--- src/rtl/fifo_defs.sv ---
`default_nettype none
// ============================================================================
//  Module   : fifo_defs (package)
//  Purpose  : Shared constants and sizing helpers for the FIFO read path.
//  Revision : 1.0 - initial release
// ============================================================================
package fifo_defs;

    localparam int DEFAULT_WIDTH = 8;
    localparam int LAT_MIN       = 1;
    localparam int LAT_MAX       = 2;

    // The skid store holds one entry per cycle of read latency plus one.
    // That covers the full round trip from a pop back to freshly read data.
    function automatic int calc_buf_depth(input int lat);
        return lat + 1;
    endfunction

    // Never return a zero-width pointer, even for a degenerate depth.
    function automatic int calc_ptr_width(input int depth);
        return (depth > 1) ? $clog2(depth) : 1;
    endfunction

endpackage
`default_nettype wire

--- src/rtl/fifo_reader_buf.sv ---
`default_nettype none
// ============================================================================
//  Module   : fifo_reader_buf
//  Purpose  : Small circular skid store that sits between the RAM return
//             path and the downstream stream. The head entry drives out_data.
//  Revision : 1.0 - initial release
// ============================================================================
module fifo_reader_buf
    import fifo_defs::*;
#(
    parameter  int WIDTH = DEFAULT_WIDTH,
    parameter  int DEPTH = 2,
    localparam int PTR_W = calc_ptr_width(DEPTH),
    localparam int OCC_W = $clog2(DEPTH + 1)
) (
    input  logic             clk,
    input  logic             rst,
    input  logic             push_i,
    input  logic [WIDTH-1:0] push_data_i,
    input  logic             pop_i,
    output logic [WIDTH-1:0] head_data_o,
    output logic [OCC_W-1:0] occ_o
);

    localparam logic [PTR_W-1:0] c_last_ptr = PTR_W'(DEPTH - 1);

    logic [WIDTH-1:0] mem_q [DEPTH];
    logic [PTR_W-1:0] head_q, head_d;
    logic [PTR_W-1:0] tail_q, tail_d;
    logic [OCC_W-1:0] occ_q, occ_d;

    // Pointer advance with wrap; push and pop together leave occupancy alone.
    always_comb begin
        head_d = head_q;
        tail_d = tail_q;
        occ_d  = occ_q + OCC_W'(push_i) - OCC_W'(pop_i);
        if (pop_i) begin
            head_d = (head_q == c_last_ptr) ? '0 : head_q + 1'b1;
        end
        if (push_i) begin
            tail_d = (tail_q == c_last_ptr) ? '0 : tail_q + 1'b1;
        end
    end

    // Storage and pointer registers. Storage is cleared so out_data is 0 out of reset.
    always_ff @(posedge clk) begin
        if (rst) begin
            head_q <= '0;
            tail_q <= '0;
            occ_q  <= '0;
            for (int i = 0; i < DEPTH; i++) begin
                mem_q[i] <= '0;
            end
        end else begin
            head_q <= head_d;
            tail_q <= tail_d;
            occ_q  <= occ_d;
            if (push_i) begin
                mem_q[tail_q] <= push_data_i;
            end
        end
    end

    // The head slot only changes on a pop. A push never lands on the head slot
    // while the store holds data. So this output is stable under backpressure.
    assign head_data_o = mem_q[head_q];
    assign occ_o       = occ_q;

endmodule
`default_nettype wire

--- src/rtl/fifo_reader.sv ---
`default_nettype none
// ============================================================================
//  Module   : fifo_reader
//  Purpose  : Read-side consumer for a FIFO controller + RAM pair. Issues reads
//             against fifo_empty, tracks reads in flight through the RAM
//             latency, and streams returned words out via valid/ready.
//  Revision : 1.0 - initial release
// ============================================================================
module fifo_reader
    import fifo_defs::*;
#(
    parameter int WIDTH = DEFAULT_WIDTH,
    parameter int LAT   = 1
) (
    input  logic             clk,
    input  logic             rst,
    input  logic             fifo_empty,
    output logic             fifo_read_req,
    input  logic [WIDTH-1:0] ram_read_data,
    output logic             out_valid,
    input  logic             out_ready,
    output logic [WIDTH-1:0] out_data
);

    localparam int BUF_DEPTH = calc_buf_depth(LAT);
    localparam int OCC_W     = $clog2(BUF_DEPTH + 1);
    localparam int LVL_W     = OCC_W + 1;

    generate
        if (LAT < LAT_MIN || LAT > LAT_MAX) begin : g_lat_check
            $error("fifo_reader: LAT must be between 1 and 2");
        end
    endgenerate

    logic [LAT-1:0]   infl_q, infl_d;
    logic [OCC_W-1:0] occ;
    logic [LVL_W-1:0] inflight;
    logic [LVL_W-1:0] level;
    logic             pop;
    logic             push;

    // One valid bit per pipeline stage of the RAM read; the last stage marks returning data.
    generate
        if (LAT == 1) begin : g_infl_single
            assign infl_d = fifo_read_req;
        end else begin : g_infl_shift
            assign infl_d = {infl_q[LAT-2:0], fifo_read_req};
        end
    endgenerate

    // In-flight tracker. Reset drops reads still in the RAM pipe, so their data is never captured.
    always_ff @(posedge clk) begin
        if (rst) begin
            infl_q <= '0;
        end else begin
            infl_q <= infl_d;
        end
    end

    // Count of reads issued but not yet returned.
    always_comb begin
        inflight = '0;
        for (int i = 0; i < LAT; i++) begin
            inflight = inflight + LVL_W'(infl_q[i]);
        end
    end

    assign push = infl_q[LAT-1];
    assign pop  = out_valid && out_ready;

    // Reserve a store slot for every read in flight. The slot freed by a pop
    // this cycle counts as available, which keeps the stream gap-free.
    assign level         = LVL_W'(occ) + inflight - LVL_W'(pop);
    assign fifo_read_req = !rst && !fifo_empty && (level < LVL_W'(BUF_DEPTH));

    fifo_reader_buf #(
        .WIDTH (WIDTH),
        .DEPTH (BUF_DEPTH)
    ) u_buf (
        .clk         (clk),
        .rst         (rst),
        .push_i      (push),
        .push_data_i (ram_read_data),
        .pop_i       (pop),
        .head_data_o (out_data),
        .occ_o       (occ)
    );

    assign out_valid = (occ != '0);

endmodule
`default_nettype wire

--- config.mk ---
export PLATFORM = sky130hd
export DESIGN_NAME = fifo_reader
export DESIGN_NICKNAME = d
export VERILOG_FILES = /design/src/rtl/fifo_defs.sv /design/src/rtl/fifo_reader_buf.sv /design/src/rtl/fifo_reader.sv
export SDC_FILE = /design/constraint.sdc
export NUM_CORES = 1
export LEC_CHECK = 0
export CORE_MARGIN = 3
export CORE_UTILIZATION = 43
export DETAILED_ROUTE_END_ITERATION = 10
export GPL_TIMING_DRIVEN = 0
export PLACE_DENSITY = 0.75
export SLEW_MARGIN = 20
export SYNTH_ARGS = -nofsm -noshare
export SYNTH_HDL_FRONTEND = slang
export SYNTH_SLANG_ARGS = --single-unit
--- constraint.sdc ---
create_clock -name clk -period 2.2 [get_ports clk]
set_clock_uncertainty 0.05 [all_clocks]
set_input_delay 0.44 -clock clk [delete_from_list [all_inputs] [get_ports clk]]
set_output_delay 0.44 -clock clk [all_outputs]
set_load 0.01 [all_outputs]
After elaboration in Yosys (flattened, before gate mapping)
Memories as Yosys holds them, arrays and structs flattened. A register that Yosys moved wholly into a read port is not among the register bits.
Index checks and enable logic that the tools add are counted.
Widths: inputs -> output; s select.
- muxes and demuxes: 12
- magnitude comparators: 1
- add/sub/neg operators: 6
- reduce and logical (&&, ||, !) cells: 7
- operators by type and width (cell ; count):
    $mux 1 ; 11
    $mux 8 ; 1
    $reduce_or 8->1 ; 1
    $add 2x1->3 ; 1
    $logic_and 1x1->1 ; 3
    $lt 3x2->1 const B ; 1
    $sub 3x1->3 ; 1
    $add 1x1->1 const B ; 2
    $add 2x1->2 ; 1
    $logic_not 1->1 ; 2
    $reduce_bool 2->1 ; 1
    $sub 2x1->2 ; 1
- flip-flop bits (word level): 5
- word-level logic and storage cells: 31
- input port bits: 12
- memories: 1
- memory bits (writable): 16
- memories (name ; words ; width ; read ports ; clocked after Yosys merged registers in ; wr ports ; RTL line ; source):
    u_buf.mem_q ; 2 ; 8 ; 1 ; 1 ; 2 ; fifo_reader_buf.sv:27 ; logic [WIDTH-1:0] mem_q [DEPTH];

Longest topological paths before layout
- word-level depth: 5
- gate-level depth with buffers: 7
- depth with buffers taken out: 7

Hierarchy
Synthesis repeated with hierarchy kept, for this count alone.
- cells, all modules: 82
- area, all modules: 1018.5 µm²
- modules (own cells, without submodules) (module ; times used ; area each (µm²) ; cells an instance):
    fifo_reader_buf ; 1 ; 917.1 ; 72
    fifo_reader ; 1 ; 101.3 ; 10

Least setup slack after synthesis
OpenSTA, ideal clock, no wires.
- path kind: input -> output
- start: input out_ready
- end: output fifo_read_req
- path slack: -201 ps
- arrival: 1911 ps
- cell stages on the path: 6
- data required time: 1710 ps
- path buffers: 0
- cell sequence: o21a_1 ha_1 inv_1 ha_1 fa_1 nor4_1
- longest elaborated chain between the ends: 4
- ends and longest elaborated chain (what ; RTL line ; source):
    start, declared ; fifo_reader.sv:21 ; input logic out_ready,
    $logic_and 1x1->1 ; fifo_reader.sv:69 ; assign pop = out_valid && out_ready;
    $sub 3x1->3 ; fifo_reader.sv:73 ; assign level = LVL_W'(occ) + inflight - LVL_W'(pop);
    net level[1] ; fifo_reader.sv:38 ; logic [LVL_W-1:0] level;
    $lt 3x2->1 ; fifo_reader.sv:74 ; assign fifo_read_req = !rst && !fifo_empty && (level < LVL_W'(BUF_DEPTH));
    $logic_and 1x1->1 ; fifo_reader.sv:74 ;
    end, declared ; fifo_reader.sv:18 ; output logic fifo_read_req,
The timed path passes the listed nets, and every way through them passes these cells.

Final worst setup path
- start: register u_buf.occ_q[1], in the netlist u_buf.occ_o[1]
- end: output fifo_read_req
- longest elaborated chain between the ends: 5
- ends and longest elaborated chain (what ; RTL line ; source):
    start, declared ; fifo_reader_buf.sv:30 ; logic [OCC_W-1:0] occ_q, occ_d;
    start signal, assigned ; fifo_reader_buf.sv:50 ; occ_q <= '0;
    start signal, assigned ; fifo_reader_buf.sv:57 ; occ_q <= occ_d;
    $reduce_bool 2->1 ; fifo_reader.sv:89 ; assign out_valid = (occ != '0);
    $logic_and 1x1->1 ; fifo_reader.sv:69 ;
    net pop ; fifo_reader.sv:39 ; logic pop;
    $sub 3x1->3 ; fifo_reader.sv:73 ;
    net level[1] ; fifo_reader.sv:38 ;
    $lt 3x2->1 ; fifo_reader.sv:74 ;
    $logic_and 1x1->1 ; fifo_reader.sv:74 ;
The timed path passes the listed nets, and every way through them passes these cells.

==> results.yml <==
die:
  rows: 16
  num_io_pins: 22
  initial_core_util: 0.481
  die_x_um: 54.0
  die-area_um2: 2920
  floorplan.die.height_um: 54.0
  core_area_um2: 2060
route:
  viasPerCell: 4.96
  firstDrtPassIters: 6
  route.detailed.drc: 0
  vias: 704
  wl_per_cell_um: 13.5
  drt_iter0_markers: 6
  wl_mm: 1.92
  ant_nets: 0
timing:
  tightest_slew_ns: 0.430
  slew_headroom: 0.714
  drv_slew: 0
  tns_ns: -0.457
  finalSetupViolCount: 1
  hold_viol: 0
  finalCriticalPeriod_ns: 2.66
  rsz0062_at_grt: "true"
  setup_slack_ns: -0.457
  period_share: 1.21
  max_freq_mhz: 376
critical_path:
  crit_start: "u_buf.occ_o[1]$_SDFF_PP0_"
  r2r_cells: 7
  crit_fanout: 2
  arrival_ns: 2.17
  critPathCaptureType: "output port"
  r2r-start: "u_buf.occ_o[1]$_SDFF_PP0_"
  r2r_slack_ns: 0.22
  cp-start-kind: "flip-flop"
  cp.required_ns: 1.71
  worstSetupPathType: "reg2out"
cells_and_area:
  layout_common_cells: "17 x nor2_1, 16 x clkdlybuf4s50_1, 16 x edfxtp_1"
  nets: 131
  drive_gt1_frac: 0.278
  antenna_cells: 0
  mostFrequentLayoutCell: "nor2_1"
  fin_area_um2: 1400
  area_delta_synth_final_pct: 41.5
  fin_util: 0.680
clocking:
  htree_num_levels: 1
  clk_latency_ns: 0.31
  cts_tree: "built"
  max-clock-path-buffers: 2
  path_clk_slew_ns: 0.13
  numClockSinks: 22
  clockRootBuffer: "clkbuf_4"
  holdBufCountCts: 0
  cts_buffers: 3
worst_hold_path:
  holdCritPathClass: "reg2reg"
  hold_start: "u_buf.tail_q$_SDFFE_PP0P_"
  whs_path_depth: 2
outcome:
  status: "finished, violations left"
  violations: "negative setup slack"
synth:
  syn-instance-count: 81
  yosysWarnings: 0
  yosysTopAreaCell: "edfxtp_1"
  synth_top_area_frac: 0.485
  seq_area_frac_synth: 0.606
  avgSynthCellArea_um2: 12.2
  syn-num-nets: 96
  syn_area_um2: 991
  synthTopCellsByArea: "edfxtp_1 48%, dfxtp_1 12%, mux2_2 11%"
  synth-seq-cells: 22
  synth_cell_types: 17
global_route:
  grt_first_pass_wirelength_mm: 3.10
  grt_max_degree: 14
  grt_usage: 0.155
  grt-ovfl-total: 0
  grt_pass1_vias: 714
  antenna_found_initial: 0
placement:
  portBuffers: 21
  hpwl_mm: 1.29
  gp_congestion: 0.699
  placed_area_um2: 1250
power:
  power_w: 0.00153
  p_per_area_nw_per_um2: 1090
  leakagePower_nw: 0.586
  vdd_drop_max_uv: 834
flow_run:
  cap_violations: 0
## final timing paths
check	to
hold / removal	u_buf.tail_q$_SDFFE_PP0P_
setup / recovery	fifo_read_req
setup reg to reg	infl_q$_SDFF_PP0_
hold reg to reg	u_buf.tail_q$_SDFFE_PP0P_
## cell type report
class / count / area (um^2)
Fill cell: 170 / 659
Sequential cell: 22 / 602
Multi-Input combinational cell: 52 / 397
Timing Repair Buffer: 30 / 279
Tap cell: 27 / 33.8
Clock inverter: 1 / 30.0
Buffer: 3 / 23.8
Clock buffer: 3 / 22.5
Inverter: 4 / 15.0
## stage by stage
stage | setup WS (ns) | hold slack [ns] | std cells
finish | -0.457 | 0.462 | 142
global route | -0.580 | 0.486 | 142
CTS | -0.516 | 0.465 | 140
detailed placement | -1.07 | 0.445 | 129
global placement | -1.06 | 0.415 | 129
floorplan | -0.0851 | 0.408 | 81
## power breakdown
part / internal (W) / switching (W) / leakage (nW)
clock: 0.000184 / 0.000127 / 0.0279
sequential: 0.000545 / 0.0000336 / 0.216
combinational: 0.000380 / 0.000264 / 0.342
## cells in the mapped netlist
master    count
o21a_1        1
mux2_2       10
buf_2         2
nand2b_1     12
nor2b_1       2
a21oi_1       1
xnor2_1       1
nor4_1        2
fa_1          1
buf_4         1
nor2_1       17
dfxtp_1       6
and2b_1       1
nand2_1       2
ha_1          2
edfxtp_1     16
inv_1         4
## worst max-delay path, cell delays in order, from the launching register on
cell     delay [ns]
dfxtp_2        0.34
o21a_1         0.19
ha_1           0.27
inv_1          0.06
ha_2           0.17
fa_2           0.46
nor4_4         0.20
buf_2          0.16
## cell families after synthesis
| logic type | after synthesis | share of synthesized area |
|---|---|---|
| simple gates | 36 | 0.181 |
| xor+xnor | 1 | 0.00884 |
| compound gates | 2 | 0.0126 |
| mux | 10 | 0.114 |
| flops | 22 | 0.606 |
| buf+inv | 7 | 0.0328 |
| fa+ha+maj | 3 | 0.0455 |
## registers in the layout, indices dropped and copies added (netlist names), named ones only
| name | count |
|---|---|
| u_buf.head_q | 1 |
| u_buf.occ_o | 2 |
| infl_q | 1 |
| u_buf.tail_q | 1 |
| u_buf.mem_q | 16 |
## routing by layer
| metal | up-vias | part of all wire | GRT usage | routed length (um) |
|---|---|---|---|---|
| li1 | 341 | - | - | - |
| met1 | 340 | 0.36 | 0.158 | 694 |
| met2 | 18 | 0.57 | 0.300 | 1100 |
| met3 | 5 | 0.047 | 0.0249 | 91 |
| met4 | 0 | 0.020 | 0.0747 | 38 |
| met5 | - | 0 | 0 | 0 |
## what timing repair did
action | in CTS | in global routing
pin swaps | 4 | 5
gates resized for setup | 9 | 7
cloned | 0 | 0
setup endpoints to repair | 1 | 9
setup buffers | 7 | 2
No activity file was read; power rests on OpenSTA's default activity.
